===== config.mk =====
export PLATFORM = sky130hd
export DESIGN_NAME = acc_offload_bridge
export DESIGN_NICKNAME = d
export VERILOG_FILES = /design/src/rtl/acc_bridge_pkg.sv /design/src/rtl/acc_bridge_timer.sv /design/src/rtl/acc_offload_bridge.sv
export SDC_FILE = /design/constraint.sdc
export NUM_CORES = 1
export LEC_CHECK = 0
export BUFFER_PORTS_ARGS = -buffer_cell sky130_fd_sc_hd__buf_2
export CORE_ASPECT_RATIO = 0.7
export CORE_MARGIN = 1.5
export CORE_UTILIZATION = 46
export DETAILED_ROUTE_END_ITERATION = 10
export HOLD_SLACK_MARGIN = 0.02
export PLACE_DENSITY = 0.85
export SETUP_SLACK_MARGIN = 0.2
export SLEW_MARGIN = 25
export SYNTH_ARGS = -nofsm -noshare
export SYNTH_HDL_FRONTEND = slang
export SYNTH_SLANG_ARGS = --single-unit

===== constraint.sdc =====
create_clock -name clk -period 3.1 [get_ports clk]
set_input_delay 0.465 -clock clk [delete_from_list [all_inputs] [get_ports clk]]
set_output_delay 0.465 -clock clk [all_outputs]
set_load 0.005 [all_outputs]

===== src/rtl/acc_bridge_pkg.sv =====
// Shared types and constants for the CPU-to-accelerator offload bridge.
package acc_bridge_pkg;

    typedef enum logic [1:0] {
        StIdle,
        StIssue,
        StWait,
        StWb
    } acc_state_e;

    // Fill bit replicated across wb_data when a request times out.
    localparam logic ACC_TMO_RESULT = 1'b1;

    localparam int unsigned PERF_W = 32;

    function automatic logic [PERF_W-1:0] sat_inc(input logic [PERF_W-1:0] v);
        return (v == '1) ? v : v + PERF_W'(1);
    endfunction

endpackage


===== src/rtl/acc_bridge_timer.sv =====
// Wait-phase timer: clear/enable counter flagging the last allowed WAIT cycle.
module acc_bridge_timer #(
    parameter int unsigned TMO_W   = 8,
    parameter int unsigned TIMEOUT = 200
) (
    input  logic clk,
    input  logic rst_n,
    input  logic clear,
    input  logic enable,
    output logic expire
);

    // expire fires in the TIMEOUT-th enabled cycle; TIMEOUT of 0 never fires.
    localparam int unsigned TC = (TIMEOUT == 0) ? 0 : TIMEOUT - 1;

    logic [TMO_W-1:0] count_q, count_d;

    always_comb begin
        count_d = count_q;
        if (clear) begin
            count_d = '0;
        end else if (enable) begin
            count_d = count_q + TMO_W'(1);
        end
    end

    always_ff @(posedge clk or negedge rst_n) begin
        if (!rst_n) begin
            count_q <= '0;
        end else begin
            count_q <= count_d;
        end
    end

    assign expire = (TIMEOUT != 0) && enable && (count_q == TMO_W'(TC));

endmodule


===== src/rtl/acc_offload_bridge.sv =====
// CPU-to-accelerator offload bridge: latch operands, issue, stall until done/timeout, one-beat WB.
// Define ACC_BRIDGE_PERF_EN to build the saturating perf_reqs/perf_cycles counters.
module acc_offload_bridge
    import acc_bridge_pkg::*;
#(
    parameter int unsigned DATA_W  = 16,
    parameter int unsigned NUM_OPS = 2,
    parameter int unsigned RES_W   = 4,
    parameter int unsigned TMO_W   = 8,
    parameter int unsigned TIMEOUT = 200
) (
    input  logic                      clk,
    input  logic                      rst_n,
    input  logic                      cpu_acc_req,
    input  logic [NUM_OPS*DATA_W-1:0] cpu_ops,
    output logic                      cpu_stall,
    output logic                      wb_valid,
    output logic [DATA_W-1:0]         wb_data,
    output logic                      acc_valid,
    input  logic                      acc_ready,
    output logic [NUM_OPS*DATA_W-1:0] acc_ops,
    input  logic                      acc_done,
    input  logic [RES_W-1:0]          acc_result,
    output logic                      err_timeout,
    output logic [PERF_W-1:0]         perf_reqs,
    output logic [PERF_W-1:0]         perf_cycles
);

    acc_state_e                state_q, state_d;
    logic [NUM_OPS*DATA_W-1:0] acc_ops_q, acc_ops_d;
    logic [DATA_W-1:0]         wb_data_q, wb_data_d;
    logic                      err_q, err_d;
    logic                      tmr_clear, tmr_enable, tmr_expire;

    acc_bridge_timer #(
        .TMO_W  (TMO_W),
        .TIMEOUT(TIMEOUT)
    ) u_timer (
        .clk   (clk),
        .rst_n (rst_n),
        .clear (tmr_clear),
        .enable(tmr_enable),
        .expire(tmr_expire)
    );

    assign tmr_clear  = (state_q != StWait);
    assign tmr_enable = (state_q == StWait) && !acc_done;

    always_comb begin
        state_d   = state_q;
        acc_ops_d = acc_ops_q;
        wb_data_d = wb_data_q;
        err_d     = err_q;
        cpu_stall = 1'b0;
        acc_valid = 1'b0;
        wb_valid  = 1'b0;
        case (state_q)
            StIdle: begin
                cpu_stall = cpu_acc_req;
                if (cpu_acc_req) begin
                    acc_ops_d = cpu_ops;
                    state_d   = StIssue;
                end
            end
            StIssue: begin
                cpu_stall = 1'b1;
                acc_valid = 1'b1;
                if (acc_ready) begin
                    state_d = StWait;
                end
            end
            StWait: begin
                cpu_stall = 1'b1;
                // A real result wins over expiry in the same cycle.
                if (acc_done) begin
                    wb_data_d = DATA_W'(acc_result);
                    state_d   = StWb;
                end else if (tmr_expire) begin
                    wb_data_d = {DATA_W{ACC_TMO_RESULT}};
                    err_d     = 1'b1;
                    state_d   = StWb;
                end
            end
            StWb: begin
                wb_valid = 1'b1;
                state_d  = StIdle;
            end
            default: begin
                state_d = StIdle;
            end
        endcase
    end

    always_ff @(posedge clk or negedge rst_n) begin
        if (!rst_n) begin
            state_q   <= StIdle;
            acc_ops_q <= '0;
            wb_data_q <= '0;
            err_q     <= 1'b0;
        end else begin
            state_q   <= state_d;
            acc_ops_q <= acc_ops_d;
            wb_data_q <= wb_data_d;
            err_q     <= err_d;
        end
    end

    assign acc_ops     = acc_ops_q;
    assign wb_data     = wb_data_q;
    assign err_timeout = err_q;

`ifdef ACC_BRIDGE_PERF_EN
    logic [PERF_W-1:0] perf_reqs_q, perf_cycles_q;

    always_ff @(posedge clk or negedge rst_n) begin
        if (!rst_n) begin
            perf_reqs_q   <= '0;
            perf_cycles_q <= '0;
        end else begin
            if (state_q == StWb) begin
                perf_reqs_q <= sat_inc(perf_reqs_q);
            end
            if (state_q == StIssue || state_q == StWait) begin
                perf_cycles_q <= sat_inc(perf_cycles_q);
            end
        end
    end

    assign perf_reqs   = perf_reqs_q;
    assign perf_cycles = perf_cycles_q;
`else
    assign perf_reqs   = '0;
    assign perf_cycles = '0;
`endif

endmodule


# Word-level counts from Yosys, hierarchy flattened
# Cells that the tools add are included.
# totals
inputBits	41
wordCells	38
ff_bits	59
# op_classes
n_addsub	1
bitwise	1
eq_ne	8
reduce_logical	11
muxes	12
# op_table
operator	count
16-bit two-way mux	2
8-bit two-way mux	2
8-bit by 1-bit adder with 8-bit output, second input constant	1
8-bit == test, second input constant	1
2-bit two-way mux	4
2-bit one-hot mux with 4 select lines	1
2-bit inequality test, second input constant	3
3-bit AND reduction	2
2-bit == test, second input constant	2
2-bit AND reduction	2
2-bit nonzero test	2
3-bit inequality test, second input constant	1
2-bit by 1-bit == test with 1-bit output, second input constant	1
1-bit logical AND	2
2-bit logical NOT	1
1-bit two-way mux	2
1-bit one-hot mux with 2 select lines	1
2-bit OR reduction	1
1-bit logical NOT	1
1-bit NOT	1

# Depth between registers and ports, before layout
# depth
word_depth	6
depth_mapped	6

# Modules after synthesis
# A second synthesis with hierarchy kept.
# hier_totals
hier_cells	223
area_unflattened_um2	2595.0
# modules_own_cells
module	instances	cells_per_inst	seq_area_each_um2	area_each_um2
acc_offload_bridge	1	179	1001.0	2170.8
acc_bridge_timer	1	44	200.2	424.2

# Worst setup path before layout
# OpenSTA, ideal clock, no wires.
# synth_path
path_type	register to register
from	register state_q[0]
to	register state_q[1]
t_required_ps	2975
synth_period_minus_slack_ps	1555
arrival_ps	1430
path_slack_ps	1545
path_stages_with_launch	6
path_buffers	0
cell_sequence	dfrtp_1 > inv_1 > ha_1 > inv_2 > o31a_1 > mux2_4
# synth_between
elab_chain_cells	5
elab_cells_between_ends	11
# synth_lines
item	line_no	source
start: declaration	acc_offload_bridge.sv:29	acc_state_e state_q, state_d;
start signal: assignment	acc_offload_bridge.sv:96	state_q <= StIdle;
start signal: assignment	acc_offload_bridge.sv:101	state_q <= state_d;
2-bit == test	acc_offload_bridge.sv:47, acc_offload_bridge.sv:57	
1-bit logical AND	acc_offload_bridge.sv:47	assign tmr_enable = (state_q == StWait) && !acc_done;
1-bit logical AND	acc_bridge_timer.sv:35	assign expire = (TIMEOUT != 0) && enable && (count_q == TMO_W'(TC));
3-bit inequality test (no line)	-	
3-bit AND reduction (no line)	-	
# Parallel ways exist; a longest one is shown, timed or not.
# A chain may end at the register's enable or synchronous reset.

# Worst setup path in the final report
# layout_path
from	register state_q[0]
to	output port cpu_stall
# layout_between
elab_chain_cells	3
elab_cells_between_ends	5
# layout_lines
item	line_no	source
2-bit == test or 2-bit by 1-bit == test with 1-bit output (tied branches)	acc_offload_bridge.sv:57	case (state_q)
2-bit OR reduction (no line)	-	
1-bit one-hot mux with 2 select lines (*)	acc_offload_bridge.sv:57	
end: declaration	acc_offload_bridge.sv:16	output logic cpu_stall,
# Every way passes the cells marked *; elsewhere a longest branch is shown, timed or not.

==> results.json <==
{
  "yosysTopAreaCell": "dfrtp_1",
  "rows": 22,
  "ys_ff_latch": 48,
  "drive_gt1_frac": 0.465,
  "grt_usage": 0.140,
  "antenna_cells": 0,
  "worst_ep_arrival_time_ps": 1420,
  "synthArstFlopShare": 1.00,
  "cts_tree": "yes",
  "power.leakage_nw": 1.53,
  "overflow": 0,
  "antenna_left": 0,
  "syn_area_per_cell_um2": 11.9,
  "powerDensity_nw_per_um2": 809,
  "grt_max_degree": 49,
  "worst_r2r_startpoint": "state_q[0]",
  "area_growth_pct": 12.3,
  "synth_cell_types": 26,
  "intPower_w": 0.00158,
  "path_buf_inv": 2,
  "rrSetupSlack_ps": 1290,
  "rsz0062_at_grt": "false",
  "synth_cells": 212,
  "p_clk_frac": 0.167,
  "yosysSeqAreaShare": 0.476,
  "placed_area_um2": 2740,
  "cts_buffers": 5,
  "fin_util": 0.539,
  "design.die.area_um2": 5950,
  "synth_area_um2": 2520,
  "nets": 342,
  "synth_edf_count": 0,
  "pwr-share-seq": 0.445,
  "finalCritPeriodShare": 0.607,
  "dpl.hpwl_um": 3340,
  "cp-end-kind": "output pin",
  "worstSetupStartpointType": "flip-flop",
  "slew_headroom": 0.612,
  "critPathMaxStageDelay_ps": 410,
  "ios": 157,
  "grt_pass1_wl_um": 6440,
  "first_pass_iters": 4,
  "hold_violations": 0,
  "path_class": "reg2out",
  "core-area_um2": 5260,
  "cap_violations": 0,
  "wl_per_cell_um": 11.6,
  "max_freq_mhz": 531,
  "switchingPower_w": 0.000717,
  "drc_errors": 0,
  "worst-endpoint-required_ps": 2630,
  "finalSetupTns_ps": 0,
  "r2r_end": "acc_ops[5]",
  "pwr-share-comb": 0.388,
  "drtIter0Drc": 28,
  "setup_viol": 0,
  "r2r_cells": 5,
  "peakVddDrop_v": 0.000407,
  "vias": 1544,
  "finClkSkew_ps": 8.90,
  "start_util": 0.480,
  "synthMostInstantiatedCell": "buf_4",
  "cp_slowest_cell": "dfrtp_1",
  "die_w_um": 91.6,
  "critical-path-top-delay-family": "flip-flops",
  "yosys_warnings": 0,
  "path_cells": "inv_1 -> ha_1 -> a21oi_1 -> nor2_1 -> buf_2",
  "numPortBuffers": 92,
  "min_period_ps": 1880,
  "drt_wl_total_um": 4290,
  "routed_via_density": 4.18,
  "cts.sinks": 48,
  "cts_resized": 0,
  "synth_common_cells": "75 x buf_4, 48 x dfrtp_1, 32 x mux2_2",
  "cts_root_buf": "clkbuf_8",
  "postCtsSetupBuffers": 0,
  "clkTransAtPathRegs_ps": 80,
  "outcome": "finished clean",
  "tightest_slew_ps": 582,
  "hold_path_class": "in2async",
  "switching_share": 0.312,
  "synth_ff_type": "dfrtp_1",
  "cts_max_level": 2,
  "design_area_um2": 2840,
  "synth_top_area_frac": 0.476,
  "postCtsHoldBufs": 0,
  "die_y_um": 65.0,
  "gp_congestion": 0.794,
  "cts_buffer_depth": 2,
  "grt_pass1_vias": 1418,
  "maxSlewViolCount": 0,
  "clk_latency_ps": 300,
  "crit_start": "state_q[0]",
  "ys_top_cells_by_area": "dfrtp_1 48%, buf_4 22%, mux2_2 14%",
  "power.total_w": 0.00229,
  "antenna_found_initial": 0,
  "cp_max_fo": 4
}
metal layers:
layer / share of wire / vias to the layer above / wire, um / global-route usage
met4: 0.0058 / 0 / 25 / 0.0352
met5: 0 / - / 0 / 0
met3: 0.081 / 5 / 347 / 0.0387
met1: 0.40 / 739 / 1720 / 0.163
li1: - / 729 / - / -
met2: 0.51 / 71 / 2200 / 0.257
worst register-to-register path: cells and delay by family (launching register included):
kind          cells  cell delay (ps)
buf+inv           2              460
fa+ha+maj         1              250
mux               1              400
flops             1              410
simple gates      1              180
worst max-delay path by stage:
stage | endpoint | slack (ps) | cells past startpoint
floorplan | state_q[1] | 1550 | 5
global placement | acc_ops[8] | 1380 | 5
detailed placement | acc_ops[13] | 1320 | 5
CTS | cpu_stall | 1200 | 5
global route | cpu_stall | 1110 | 5
finish | cpu_stall | 1220 | 5
kinds of logic after synthesis:
| group | Yosys count | synth area share |
|---|---|---|
| other | 1 | 0.00149 |
| XOR/XNOR | 7 | 0.0243 |
| AND/OR/NAND/NOR | 21 | 0.0466 |
| buffers and inverters | 84 | 0.238 |
| multiplexers | 34 | 0.153 |
| adder cells (fa/ha/maj) | 5 | 0.0248 |
| AO/OA/AOI/OAI | 12 | 0.0362 |
| flip-flops | 48 | 0.476 |
state kept, by name, indices dropped and copies added, names as in the netlist:
signal / flops
state_q: 2
u_timer.count_q: 8
acc_ops: 32
err_timeout: 1
wb_data: 5
cell type report:
class                           count  area [um2]
Clock inverter                      2        13.8
Inverter                            5        18.8
Sequential cell                    48        1200
Multi-Input combinational cell    143         958
Clock buffer                        6        82.6
Timing Repair Buffer               93         470
Fill cell                         485        2420
Tap cell                           72        90.1
per-stage QoR:
stage	worst slack (ps)	hold slack [ps]	instances
after floorplan	1550	169	275
after global placement	1380	465	361
after detailed placement	1320	466	361
after CTS	1200	184	369
after global routing	1110	215	369
final	1220	163	369
power groups by stage:
stage | Sequential (W) | Combinational (W) | Clock [W]
global placement | 0.00102 | 0.000865 | 0
global route | 0.00106 | 0.000980 | 0.000421
finish | 0.00102 | 0.000890 | 0.000383
detailed placement | 0.00103 | 0.000904 | 0
floorplan | 0.00105 | 0.000549 | 0
CTS | 0.00102 | 0.000903 | 0.000403
cells in the final DEF (no fill, tap or decap), drive strengths merged, types with 5 or more instances in the layout:
cell type  count
buf           93
clkbuf         6
conb          64
dfrtp         48
ha             5
inv            6
mux2          33
nor2           9
xor2           5
(Power assumes the default switching activity.)
